`src/rtl/for_loop_ctrl_if.sv`:
```
// Handshake bundle between a counted-loop controller and its surroundings:
// start/trip-count request, per-iteration body launch/completion, and loop status.
interface for_loop_ctrl_if #(
    parameter int IDX_W = 4
);
    logic             go;
    logic [IDX_W-1:0] bound;
    logic             body_go;
    logic [IDX_W-1:0] body_idx;
    logic             body_done;
    logic             busy;
    logic             done;

    modport master (
        output go, bound, body_done,
        input  body_go, body_idx, busy, done
    );

    modport slave (
        input  go, bound, body_done,
        output body_go, body_idx, busy, done
    );
endinterface

```
`src/rtl/for_loop_ctrl.sv`:
```
// Counted-loop controller: launches a single-iteration body once per index
// 0..bound-1, waiting for the body's done pulse between launches.
module for_loop_ctrl #(
    parameter int IDX_W = 4
) (
    input  logic          clk,
    input  logic          reset,
    for_loop_ctrl_if.slave lp
);
    typedef enum logic [2:0] {
        IDLE   = 3'd0,
        CHECK  = 3'd1,
        ISSUE  = 3'd2,
        WAIT   = 3'd3,
        FINISH = 3'd4
    } state_t;

    localparam logic [IDX_W-1:0] IDX_ZERO = '0;
    localparam logic [IDX_W-1:0] IDX_ONE  = {{(IDX_W-1){1'b0}}, 1'b1};

    state_t           state;
    state_t           state_nxt;
    logic [IDX_W-1:0] idx;
    logic [IDX_W-1:0] idx_nxt;
    logic [IDX_W-1:0] bound_r;
    logic [IDX_W-1:0] bound_nxt;

    always_ff @(posedge clk) begin
        if (reset) begin
            state   <= IDLE;
            idx     <= IDX_ZERO;
            bound_r <= IDX_ZERO;
        end else begin
            state   <= state_nxt;
            idx     <= idx_nxt;
            bound_r <= bound_nxt;
        end
    end

    // go and body_done are only looked at in the one state that expects them,
    // so stray pulses elsewhere are dropped rather than queued.
    always_comb begin
        state_nxt = state;
        idx_nxt   = idx;
        bound_nxt = bound_r;
        unique case (state)
            IDLE: begin
                if (lp.go) begin
                    bound_nxt = lp.bound;
                    idx_nxt   = IDX_ZERO;
                    state_nxt = CHECK;
                end
            end
            CHECK: begin
                if (idx < bound_r) state_nxt = ISSUE;
                else               state_nxt = FINISH;
            end
            ISSUE: begin
                state_nxt = WAIT;
            end
            WAIT: begin
                // idx never passes bound_r, so this increment cannot wrap.
                if (lp.body_done) begin
                    idx_nxt   = idx + IDX_ONE;
                    state_nxt = CHECK;
                end
            end
            FINISH: begin
                state_nxt = IDLE;
            end
            default: begin
                state_nxt = IDLE;
            end
        endcase
    end

    assign lp.body_idx = idx;
    assign lp.busy     = (state != IDLE);
    assign lp.body_go  = (state == ISSUE);
    assign lp.done     = (state == FINISH);
endmodule

```
`src/flat_wrapper.sv`:
```
// flat-port wrapper written by rule: the top's interface ports become plain ports
module for_loop_ctrl_flat 
#(
    parameter int IDX_W = 4
)
  (clk, reset, lp_go, lp_bound, lp_body_done, lp_body_go, lp_body_idx, lp_busy, lp_done);
  for_loop_ctrl_if #(.IDX_W(IDX_W)) lp_i ();
  input  logic clk;
  input  logic reset;
  input wire logic [$bits(lp_i.go)-1:0] lp_go;
  input wire logic [$bits(lp_i.bound)-1:0] lp_bound;
  input wire logic [$bits(lp_i.body_done)-1:0] lp_body_done;
  output wire logic [$bits(lp_i.body_go)-1:0] lp_body_go;
  output wire logic [$bits(lp_i.body_idx)-1:0] lp_body_idx;
  output wire logic [$bits(lp_i.busy)-1:0] lp_busy;
  output wire logic [$bits(lp_i.done)-1:0] lp_done;
  assign lp_i.go = lp_go;
  assign lp_i.bound = lp_bound;
  assign lp_i.body_done = lp_body_done;
  assign lp_body_go = lp_i.body_go;
  assign lp_body_idx = lp_i.body_idx;
  assign lp_busy = lp_i.busy;
  assign lp_done = lp_i.done;
  for_loop_ctrl #(.IDX_W(IDX_W)) u_core (.clk(clk), .reset(reset), .lp(lp_i));
endmodule
```
`config.mk`:
```
export PLATFORM = sky130hd
export DESIGN_NAME = for_loop_ctrl_flat
export DESIGN_NICKNAME = d
export VERILOG_FILES = /design/src/rtl/for_loop_ctrl_if.sv /design/src/rtl/for_loop_ctrl.sv /design/src/flat_wrapper.sv
export SDC_FILE = /design/constraint.sdc
export NUM_CORES = 1
export LEC_CHECK = 0
export CORE_MARGIN = 2
export CORE_UTILIZATION = 35
export CTS_CLUSTER_SIZE = 10
export DETAILED_ROUTE_END_ITERATION = 6
export SLEW_MARGIN = 10
export SYNTH_ARGS = -nofsm -noshare
export SYNTH_HDL_FRONTEND = slang
export SYNTH_SLANG_ARGS = --single-unit
```
`constraint.sdc`:
```
create_clock -name clk -period 1.25 [get_ports clk]
set_input_delay 0.25 -clock clk [delete_from_list [all_inputs] [get_ports clk]]
set_output_delay 0.25 -clock clk [all_outputs]
set_load 0.1 [all_outputs]
```
==> impl_metrics.ini <==
[outcome]
result_of_the_run = complete, but fails checks
failed_checks = negative setup slack

[clock_network]
cts-root-to-sink-buffers = 2
clkSlewWorstSetupHoldPaths_ns = 0.08
insertion_delay_ns = 0.28
cts_buffers = 3
cts_htree_levels = 1
clock_sinks = 11
tritoncts = built
ctsHoldBuffers = 0
cts_root_buf = sky130_fd_sc_hd__clkbuf_4

[hold_path]
worstHoldPathType = reg -> reg
whs_path_depth = 1
holdCritStartpoint = u_core.state[2]

[yosys]
netlist_top_cells_area = sky130_fd_sc_hd__dfxtp_1 (39%), sky130_fd_sc_hd__ha_1 (8.8%), sky130_fd_sc_hd__nor2_1 (6.0%), sky130_fd_sc_hd__a21oi_1 (5.3%), sky130_fd_sc_hd__nor4b_4 (4.2%)
synth_cell_count_leaders = sky130_fd_sc_hd__dfxtp_1 (11), sky130_fd_sc_hd__nor2_1 (9), sky130_fd_sc_hd__a21oi_1 (6)
syn-instance-count = 65
postSynth.asyncResetShare = 0
yosysUniqueCellTypes = 24
share_of_synthesized_area_occupied_by_flip_flops_and_latches = 0.389
synthFlopType = sky130_fd_sc_hd__dfxtp_1
post_synth_instance_area_um2 = 567
flip_flop_and_latch_count_after_synthesis = 11
synth.avg_cell_area_um2 = 8.72
synth-edff-count = 0
synth_largest_area_cell = sky130_fd_sc_hd__dfxtp_1
mappedNetlistNets = 77
most_frequent_cell_after_synthesis = sky130_fd_sc_hd__dfxtp_1
synthDominantCellAreaShare = 0.389
yosysWarnings = 0

[worst_setup_path]
critical-path-slowest-cell = sky130_fd_sc_hd__dfxtp_4
crit_end_category = output port
worst-r2r-cell-count = 6
cp.required_ns = 1.00
worst_setup_path_startpoint = u_core.state[1]
critPathKind = reg -> out
critPathMaxStageDelay_ns = 0.36
cp_cell_sequence = buf_4 -> buf_6 -> nor3b_4 -> buf_12
critical_path_peak_fanout = 5
arrival_ns = 1.27
r2r-start = u_core.state[0]
timing.critical_path.from_type = flip-flop

[power]
switching_power_mw = 0.348
share_seq_of_total_power = 0.361
power.switching_fraction = 0.333
power_density_nw_per_um2 = 969
combinational_power_share = 0.394
p_int_mw = 0.696
power.ir.vdd_worst_mv = 0.620
power_leakage_nw = 0.428
power.share.clock = 0.245

[grt]
globalRouteMet1Util = 0.214
grt_pass1_vias = 612
use_met2 = 0.350
top_usage_layer = met2
grt_start_max_net_pins = 10
grt_antenna_before_repair = 0
grt_util_all_layers = 0.195
global_route.usage.met3 = 0.0449
global_route_wire_length_before_repair_um = 2700
grt_overflow = 0

[sta]
finalSetupViolCount = 11
finalWorstSetupSlack_ns = -0.268
setup_repair_after_global_routing_missed_its_margin = yes
finalCritPeriodShare = 1.21
worst_clock_skew_ns = 0.00976
finalHoldViolations = 0
slew-limit-headroom = 0.861
worst_pin_slew_ns = 0.208
fmax_mhz = 659
drv_slew = 0
period_needed_ns = 1.52

[final_layout]
area_delta_synth_final_pct = 90.1
layout.nets = 113
fin_cells = 116
final_layout_size_suffix_gt1_frac = 0.510
antenna-diode-count = 0
finalCoreUtilization = 0.715

[placed_design]
place_hpwl_um = 1030
place_congestion = 0.717
dpl.cell_count = 103
buffer_ports.inserted = 14

[routing]
routed_wl_um = 1520
drt-wirelength-per-cell_um = 13.1
detail_route.iter0.violations = 7
drt_first_pass_iters = 4
post_drt_via_cell_ratio = 5.10
routed-via-count = 592
ant_nets = 0
detail_route.drc_violations = 0

[die]
die-height_um = 44.2
fp.dieW_um = 44.2
fp.coreArea_um2 = 1510
num_rows = 14
initial_core_util = 0.376
floorplan.die_area_um2 = 1960
boundaryPins = 15

[job]
timing.max_cap.violations = 0
## metrics by stage
stage	hold slack (ns)	total power [mW]	TNS (ns)	setup slack, ns	cell area [um^2]
2_1_floorplan	0.389	0.580	-0.673	-0.254	633
3_3_place_gp	0.475	0.701	-2.39	-0.349	923
3_5_place_dp	0.474	0.706	-2.58	-0.380	923
4_1_cts	0.473	1.00	-1.65	-0.206	1010
5_1_grt	0.506	1.10	-2.62	-0.314	1080
6_report	0.475	1.04	-1.66	-0.268	1080
## placed cells by master, fill, tap and decap left out, types with 2 or more instances in the layout
cell type / count
sky130_fd_sc_hd__nor3_1: 3
sky130_fd_sc_hd__a21oi_2: 2
sky130_fd_sc_hd__clkbuf_4: 3
sky130_fd_sc_hd__inv_1: 3
sky130_fd_sc_hd__ha_1: 3
sky130_fd_sc_hd__buf_12: 7
sky130_fd_sc_hd__o21ai_1: 2
sky130_fd_sc_hd__a21oi_1: 4
sky130_fd_sc_hd__xor2_1: 2
sky130_fd_sc_hd__nor2_1: 7
sky130_fd_sc_hd__buf_6: 6
sky130_fd_sc_hd__dfxtp_1: 4
sky130_fd_sc_hd__clkdlybuf4s50_1: 7
sky130_fd_sc_hd__dfxtp_4: 7
sky130_fd_sc_hd__buf_4: 14
sky130_fd_sc_hd__nor3b_4: 2
sky130_fd_sc_hd__nor2b_1: 2
sky130_fd_sc_hd__nand2_1: 3
## cell families (layout without fill, tap and decap cells)
group,after synthesis,in the layout,share of synthesized area
buffers and inverters,7,42,0.0618
AO/OA/AOI/OAI,13,13,0.137
XOR/XNOR,2,2,0.0309
flip-flops,11,11,0.389
AND/OR/NAND/NOR,27,27,0.276
adder cells (fa/ha/maj),4,4,0.0883
multiplexers,1,1,0.0177
## per-layer routing
metal | vias to the layer above | part of all wire | routed length [um]
met5 | - | 0 | 0
met2 | 16 | 0.53 | 798
met3 | 6 | 0.046 | 70
met4 | 0 | 0.022 | 34
li1 | 295 | - | -
met1 | 275 | 0.40 | 613
## critical path: cells and delay by family (launching register included)
kind / cells / cell delay (ns)
flip-flops: 1 / 0.36
AND/OR/NAND/NOR: 1 / 0.20
buffers and inverters: 3 / 0.44
## power by group through the flow
stage	sequential [mW]	combinational, mW	clock (mW)
2_1_floorplan	0.385	0.195	0
3_3_place_gp	0.387	0.314	0
3_5_place_dp	0.388	0.319	0
4_1_cts	0.376	0.366	0.262
5_1_grt	0.379	0.442	0.281
6_report	0.376	0.412	0.256
## flip-flops by register name, summed over array words and instances (netlist names)
| register | flops |
|---|---|
| u_core.lp.body_idx | 4 |
| u_core.bound_r | 4 |
| u_core.state | 3 |
## path summary, 6_finish.rpt
| check | end | slack (ns) |
|---|---|---|
| setup / recovery | lp_done | -0.27 |
| hold / removal | u_core.state[0] | 0.48 |
| setup reg to reg | u_core.lp.body_idx[0] | -0.18 |
| hold reg to reg | u_core.state[0] | 0.48 |
## repair_timing
action                                  in CTS  in global routing
pin swaps                                    8                  9
gates resized for setup                      8                 12
endpoints found under the setup margin      10                 13
buffers inserted                             5                  4
hold endpoints to repair                     0                  0
## layout make-up
| cell class | instances | area [um^2] |
|---|---|---|
| multi-input combinational | 47 | 387 |
| sequential | 11 | 246 |
| timing repair buffer | 34 | 383 |
| fill | 122 | 429 |
| tap | 16 | 20.0 |
| inverter | 4 | 15.0 |
| clock buffer | 4 | 26.3 |
Note: power is estimated with default switching activity, not from simulation.
